$ cat src/rtl/stage_ctrl.sv
// Multi-cycle instruction sequencer: fetch, decode, execute, memory, writeback with a bounded memory wait.
// Optional macro PILLAR_INSTRET_EN adds a 32-bit retired-instruction counter on instret_o.
module stage_ctrl #(
  parameter int MEM_TIMEOUT = 16
) (
  input  logic        clk,
  input  logic        reset,
  input  logic        halt_i,
  input  logic [31:0] ir_i,
  input  logic        mem_ack_i,
  output logic        mem_req_o,
  output logic        mem_we_o,
  output logic [2:0]  stage_o,
  output logic        ir_we_o,
  output logic        rf_we_o,
  output logic        pc_we_o,
  output logic        trap_o,
  output logic [31:0] instret_o
);

  localparam int CW = $clog2(MEM_TIMEOUT + 1);
  localparam logic [CW-1:0] CNT_LAST = CW'(MEM_TIMEOUT - 1);

  typedef enum logic [2:0] {
    S_IDLE = 3'd0, S_FETCH = 3'd1, S_DECODE = 3'd2, S_EXECUTE = 3'd3,
    S_MEMORY = 3'd4, S_WRITEBACK = 3'd5, S_UNUSED = 3'd6, S_TRAP = 3'd7
  } state_t;

  typedef enum logic [1:0] {C_ALU = 2'd0, C_BR = 2'd1, C_LD = 2'd2, C_ST = 2'd3} cls_t;

  state_t        state_r, state_s, retire_next_s;
  cls_t          cls_r, cls_s, dec_cls_s;
  logic          dec_valid_s;
  logic          rd_nz_r;
  logic [CW-1:0] wait_r;
  logic          timeout_s;
  logic          ir_unused_s;

  assign timeout_s     = (wait_r == CNT_LAST);
  assign retire_next_s = halt_i ? S_IDLE : S_FETCH;
  assign ir_unused_s   = ^ir_i[31:12];

  // Opcode classification; valid=0 marks an illegal opcode
  always_comb begin
    dec_valid_s = 1'b1;
    dec_cls_s   = C_ALU;
    case (ir_i[6:0])
      7'b0110111, 7'b0010111, 7'b1101111,
      7'b1100111, 7'b0010011, 7'b0110011: dec_cls_s = C_ALU;
      7'b1100011:                         dec_cls_s = C_BR;
      7'b0000011:                         dec_cls_s = C_LD;
      7'b0100011:                         dec_cls_s = C_ST;
      default:                            dec_valid_s = 1'b0;
    endcase
  end

  // Next-state logic plus the Mealy strobes (IR load on fetch ack, PC on retire)
  always_comb begin
    state_s = state_r;
    cls_s   = cls_r;
    ir_we_o = 1'b0;
    pc_we_o = 1'b0;
    case (state_r)
      S_IDLE: begin
        if (!halt_i) state_s = S_FETCH;
        else         state_s = S_IDLE;
      end
      S_FETCH: begin
        if (mem_ack_i) begin
          ir_we_o = 1'b1;
          state_s = S_DECODE;
        end else if (timeout_s) state_s = S_TRAP;
        else                    state_s = S_FETCH;
      end
      S_DECODE: begin
        if (dec_valid_s) begin
          cls_s   = dec_cls_s;
          state_s = S_EXECUTE;
        end else state_s = S_TRAP;
      end
      S_EXECUTE: begin
        case (cls_r)
          C_LD, C_ST: state_s = S_MEMORY;
          C_ALU:      state_s = S_WRITEBACK;
          C_BR: begin
            pc_we_o = 1'b1;
            state_s = retire_next_s;
          end
          default:    state_s = S_TRAP;
        endcase
      end
      S_MEMORY: begin
        // An ack on the last allowed cycle takes priority over the timeout
        if (mem_ack_i) begin
          if (cls_r == C_ST) begin
            pc_we_o = 1'b1;
            state_s = retire_next_s;
          end else state_s = S_WRITEBACK;
        end else if (timeout_s) state_s = S_TRAP;
        else                    state_s = S_MEMORY;
      end
      S_WRITEBACK: begin
        pc_we_o = 1'b1;
        state_s = retire_next_s;
      end
      S_TRAP:  state_s = S_TRAP;
      default: state_s = S_TRAP;
    endcase
  end

  // State, class and destination-nonzero registers
  always_ff @(posedge clk or posedge reset) begin
    if (reset) begin
      state_r <= S_IDLE;
      cls_r   <= C_ALU;
      rd_nz_r <= 1'b0;
    end else begin
      state_r <= state_s;
      cls_r   <= cls_s;
      if (state_r == S_DECODE) rd_nz_r <= (ir_i[11:7] != 5'd0);
      else                     rd_nz_r <= rd_nz_r;
    end
  end

  // Memory wait counter: cleared on every state change, counts unacked request cycles
  always_ff @(posedge clk or posedge reset) begin
    if (reset) begin
      wait_r <= '0;
    end else if (state_s != state_r) begin
      wait_r <= '0;
    end else if (((state_r == S_FETCH) || (state_r == S_MEMORY)) && !mem_ack_i) begin
      wait_r <= wait_r + CW'(1);
    end else begin
      wait_r <= wait_r;
    end
  end

  // Moore outputs decoded from the state registers only
  always_comb begin
    stage_o   = state_r;
    mem_req_o = 1'b0;
    mem_we_o  = 1'b0;
    rf_we_o   = 1'b0;
    trap_o    = 1'b0;
    case (state_r)
      S_FETCH:     mem_req_o = 1'b1;
      S_MEMORY: begin
        mem_req_o = 1'b1;
        mem_we_o  = (cls_r == C_ST);
      end
      S_WRITEBACK: rf_we_o = rd_nz_r;
      S_TRAP:      trap_o = 1'b1;
      default:     mem_req_o = 1'b0;
    endcase
  end

`ifdef PILLAR_INSTRET_EN
  logic [31:0] instret_r;

  // Retired-instruction counter, wraps naturally at 2^32
  always_ff @(posedge clk or posedge reset) begin
    if (reset)        instret_r <= 32'd0;
    else if (pc_we_o) instret_r <= instret_r + 32'd1;
    else              instret_r <= instret_r;
  end

  assign instret_o = instret_r;
`else
  assign instret_o = 32'd0;
`endif

endmodule

$ cat config.mk
export PLATFORM = sky130hd
export DESIGN_NAME = stage_ctrl
export DESIGN_NICKNAME = d
export VERILOG_FILES = /design/src/rtl/stage_ctrl.sv
export SDC_FILE = /design/constraint.sdc
export NUM_CORES = 1
export LEC_CHECK = 0
export CAP_MARGIN = 20
export CORE_ASPECT_RATIO = 0.75
export CORE_UTILIZATION = 30
export CTS_BUF_LIST = sky130_fd_sc_hd__clkbuf_4 sky130_fd_sc_hd__clkbuf_8
export DETAILED_ROUTE_END_ITERATION = 6
export GPL_ROUTABILITY_DRIVEN = 0
export GPL_TIMING_DRIVEN = 1
export PLACE_DENSITY = 0.7
export SLEW_MARGIN = 20
export SYNTH_ARGS = -nofsm -noshare
export SYNTH_HDL_FRONTEND = slang
export SYNTH_SLANG_ARGS = --single-unit
$ cat constraint.sdc
create_clock -name clk -period 2.85 [get_ports clk]
set_input_delay 0.57 -clock clk [delete_from_list [all_inputs] [get_ports clk]]
set_output_delay 0.57 -clock clk [all_outputs]
set_load 0.01 [all_outputs]
==> impl.org <==
** Cells and area
- For this run, the post-layout net count is 194.
- Post-Layout Inst Area :: 1310 sq um
- Of the cells placed in the final design, the portion with a size suffix greater than 1 is 0.0710.
- The number of antenna diodes in the final layout is 0.
- The area growth from synthesis to layout is 18.8%.
- Final core area utilization :: 0.386

** Worst setup path
- On the worst path, the slowest cell contributes a delay of 700 ps.
- Traced cell by cell, the critical path runs through nor2b_1 -> a32oi_1 -> o22ai_1 -> clkdlybuf4s50_1.
- WS Path Type :: reg2out
- Startpoint type of the worst setup path :: flip-flop
- The number of cells on the worst reg-to-reg path is 7.
- STA puts the critical path data required time at 2280 ps.
- Among all stages on the critical path, the largest delay is contributed by dfrtp_1.
- Maximum fanout encountered on the critical timing path :: 18
- STA classifies the critical path endpoint as an output port.
- Arr. time, crit path :: 2020 ps

** STA
- Adding up every negative setup slack in the final design gives 0 ps.
- For the pin with the worst max-slew slack, the measured transition is 570 ps.
- Min Tclk post-route :: 2590 ps
- Setup violators final :: 0
- The number of pins with negative max-slew slack in the final report came to 0.
- The count of final hold-check violations is 0.
- Unrepaired setup endpoints after global routing :: no
- Max-Slew Margin vs Limit :: 0.620
- Clock skew :: 4.00 ps
- In the post-route analysis, the smallest setup slack over all paths is 257 ps.
- Period utilisation layout :: 0.910
- Max frequency :: 386 MHz

** Run status
- Status :: complete, no violations

** Yosys
- Library cell with the largest summed area after synthesis :: dfrtp_1
- The Yosys step of the flow raised 0 warnings.
- Post-Synthesis Cell Area :: 1100 sq um
- In the post-synthesis netlist, the biggest area contributors are dfrtp_1, buf_4, and3_1.
- Post-synthesis sequential element count :: 11
- Yosys cell types :: 38
- Number of flops mapped to enable cells by yosys :: 0
- Counting flops with an async set or reset pin after synthesis yields a share of 1.00.
- Of the post-synthesis cell area, the dominant cell type holds 0.249.
- Synthesized area divided by synthesized cell count :: 8.36 sq um
- Part of the Yosys area used for sequential elements :: 0.249
- Top_reg_cell synth :: dfrtp_1
- Synthesis handed over a netlist of 132 instances.

** Routing
- Initial DRC Count :: 41
- Number of routed nets with antenna violations :: 0
- For this block, the via count after detailed routing is 891.
- WL/cell :: 10.2 um
- Total iterations of the first detailed-routing run :: 4
- DRC violation count after routing :: 0
- After detailed routing, the total wire length is 2.08 mm.
- Using the TritonRoute via totals, the vias-per-cell ratio works out to 4.35.

** Power and ir drop
- Standby leakage power :: 0.589 nW
- IR drop worst, VDD :: 225 uV
- Total power per unit cell area :: 809 nW/um^2

** Global route
- Antenna violations before repair :: 0
- Entering global routing, the biggest net connects 19 pins.
- Global routing usage summed across all routing layers :: 0.115
- The first global-routing pass estimated 3.33 mm of wire.
- Remaining global-route overflow :: 0
- The number of global-route vias before repair is 725.

** Die
- Width of the chip :: 72.0 um
- Number of top-level pins :: 77
- The initial utilization of the core area, before any placement, comes to 0.325.
- Die height :: 54.5 um
- The die covers 3930 sq um.
- Std cell rows :: 18
- The floorplan step defined a core boundary enclosing 3400 sq um.

** Clock network
- Setup bufs post-CTS :: 0
- CTS max path bufs :: 2
- In this run, post-CTS repair resized a total of 0 instances.
- For this design, the sink count on the clock tree is 11.
- CTS Buf Count :: 3
- TritonCTS built the clock tree.
- At the later pin of the worst-skew pair, clock insertion delay measures 240 ps.
- The tree is rooted in a clkbuf_8.
- Hold repair after CTS inserted 0 buffers.
- Clk slew on worst S/H paths :: 50 ps
- CTS HTree Levels :: 1

** Placed design
- Worst slack, placed :: 356 ps
- Total placed instance area :: 1260 sq um
- The count of buffers added on input and output ports is 24.
- After legalization and detailed placement, the total HPWL measured 1.66 mm.

** Min path
- The worst hold path was traced through 2 stages.
- Path class of the lowest-slack min-delay path :: reg2reg

** Job
- Max-cap violations in this run came to 0.
==> logic make-up (layout without fill, tap and decap cells) <==
logic type                 Yosys count  after routing  share of synthesized area
other                                1             32                    0.00340
AOI/OAI and AO/OA                   23             23                      0.167
buffers and inverters               42             34                      0.263
muxes                                3              3                     0.0283
adders and majority gates            2              2                     0.0227
DFF                                 11             11                      0.249
and+or+nand+nor                     46             46                      0.228
xor gates and xnor gates             4              4                     0.0386
==> cell type report <==
cell class / count / area (sq um)
Clock buffer: 4 / 48.8
Multi-Input combinational cell: 110 / 654
Sequential cell: 11 / 275
Tap cell: 50 / 62.6
Fill cell: 368 / 2090
Timing Repair Buffer: 26 / 255
Inverter: 4 / 15.0
==> Yosys cell counts (all sizes together), types with 2 or more instances <==
cell type and number:
a211oi 2, a21boi 2, a21oi 5, a31oi 2
and3 7, buf 37, dfrtp 11, ha 2
inv 4, mux2i 2, nand2 3, nand2b 4
nand3 3, nand4 2, nor2 9, nor2b 4
nor3 8, nor3b 2, o21ai 3, o22ai 3
xor2 4
==> worst max-delay path: cells and delay by family, from the launching register on <==
family                 cells  cell delay [ps]
flip-flops                 1              700
buffers and inverters      1              560
AO/OA/AOI/OAI              2              270
AND/OR/NAND/NOR            1              250
==> metal layers <==
layer	up-vias	GRT usage	part of all wire
met5	-	0	0
met4	0	0.0784	0.026
met3	5	0.0313	0.077
met2	40	0.156	0.39
met1	400	0.159	0.50
li1	446	-	-
==> state kept, by name (all words and copies together), names as in the netlist <==
register and flops:
rd_nz_r 1, cls_r 2, wait_r 5, stage_o 3
==> placed cells by master (no fill, tap or decap), types with 3 or more instances in the layout <==
| cell | n |
|---|---|
| a21oi_1 | 4 |
| and3_1 | 7 |
| clkbuf_8 | 3 |
| clkdlybuf4s50_1 | 24 |
| conb_1 | 32 |
| dfrtp_1 | 11 |
| inv_1 | 4 |
| nand2_1 | 3 |
| nand2b_1 | 4 |
| nand3_1 | 3 |
| nor2_1 | 9 |
| nor2b_1 | 4 |
| nor3_1 | 8 |
| o21ai_0 | 3 |
| o22ai_1 | 3 |
| xor2_1 | 3 |
==> power by group <==
group / switching, W / internal [W] / total [W]
Combinational: 0.000310 / 0.000287 / 0.000596
Sequential: 0.0000987 / 0.000197 / 0.000296
Clock: 0.0000607 / 0.000108 / 0.000169
Total: 0.000469 / 0.000592 / 0.00106
==> stage by stage <==
| step | instances | power (W) | hold slack, ps |
|---|---|---|---|
| after floorplan | 163 | 0.000725 | 422 |
| after global placement | 201 | 0.000888 | 537 |
| after detailed placement | 201 | 0.000892 | 545 |
| after CTS | 205 | 0.00106 | 554 |
| after global routing | 205 | 0.00114 | 570 |
| final | 205 | 0.00106 | 542 |
==> final timing paths <==
check / start / to / slack [ps]
worst max-delay path: stage_o[2]$_DFF_PP0_ / pc_we_o / 260
worst min-delay path: rd_nz_r$_DFFE_PP0P_ / rd_nz_r$_DFFE_PP0P_ / 540
worst max register to register: wait_r[0]$_DFFE_PP0P_ / wait_r[4]$_DFFE_PP0P_ / 810
worst min register to register: rd_nz_r$_DFFE_PP0P_ / rd_nz_r$_DFFE_PP0P_ / 540
max in group asynchronous: reset / wait_r[4]$_DFFE_PP0P_ / 1920
min in group asynchronous: reset / stage_o[2]$_DFF_PP0_ / 620
(Power assumes the default switching activity.)
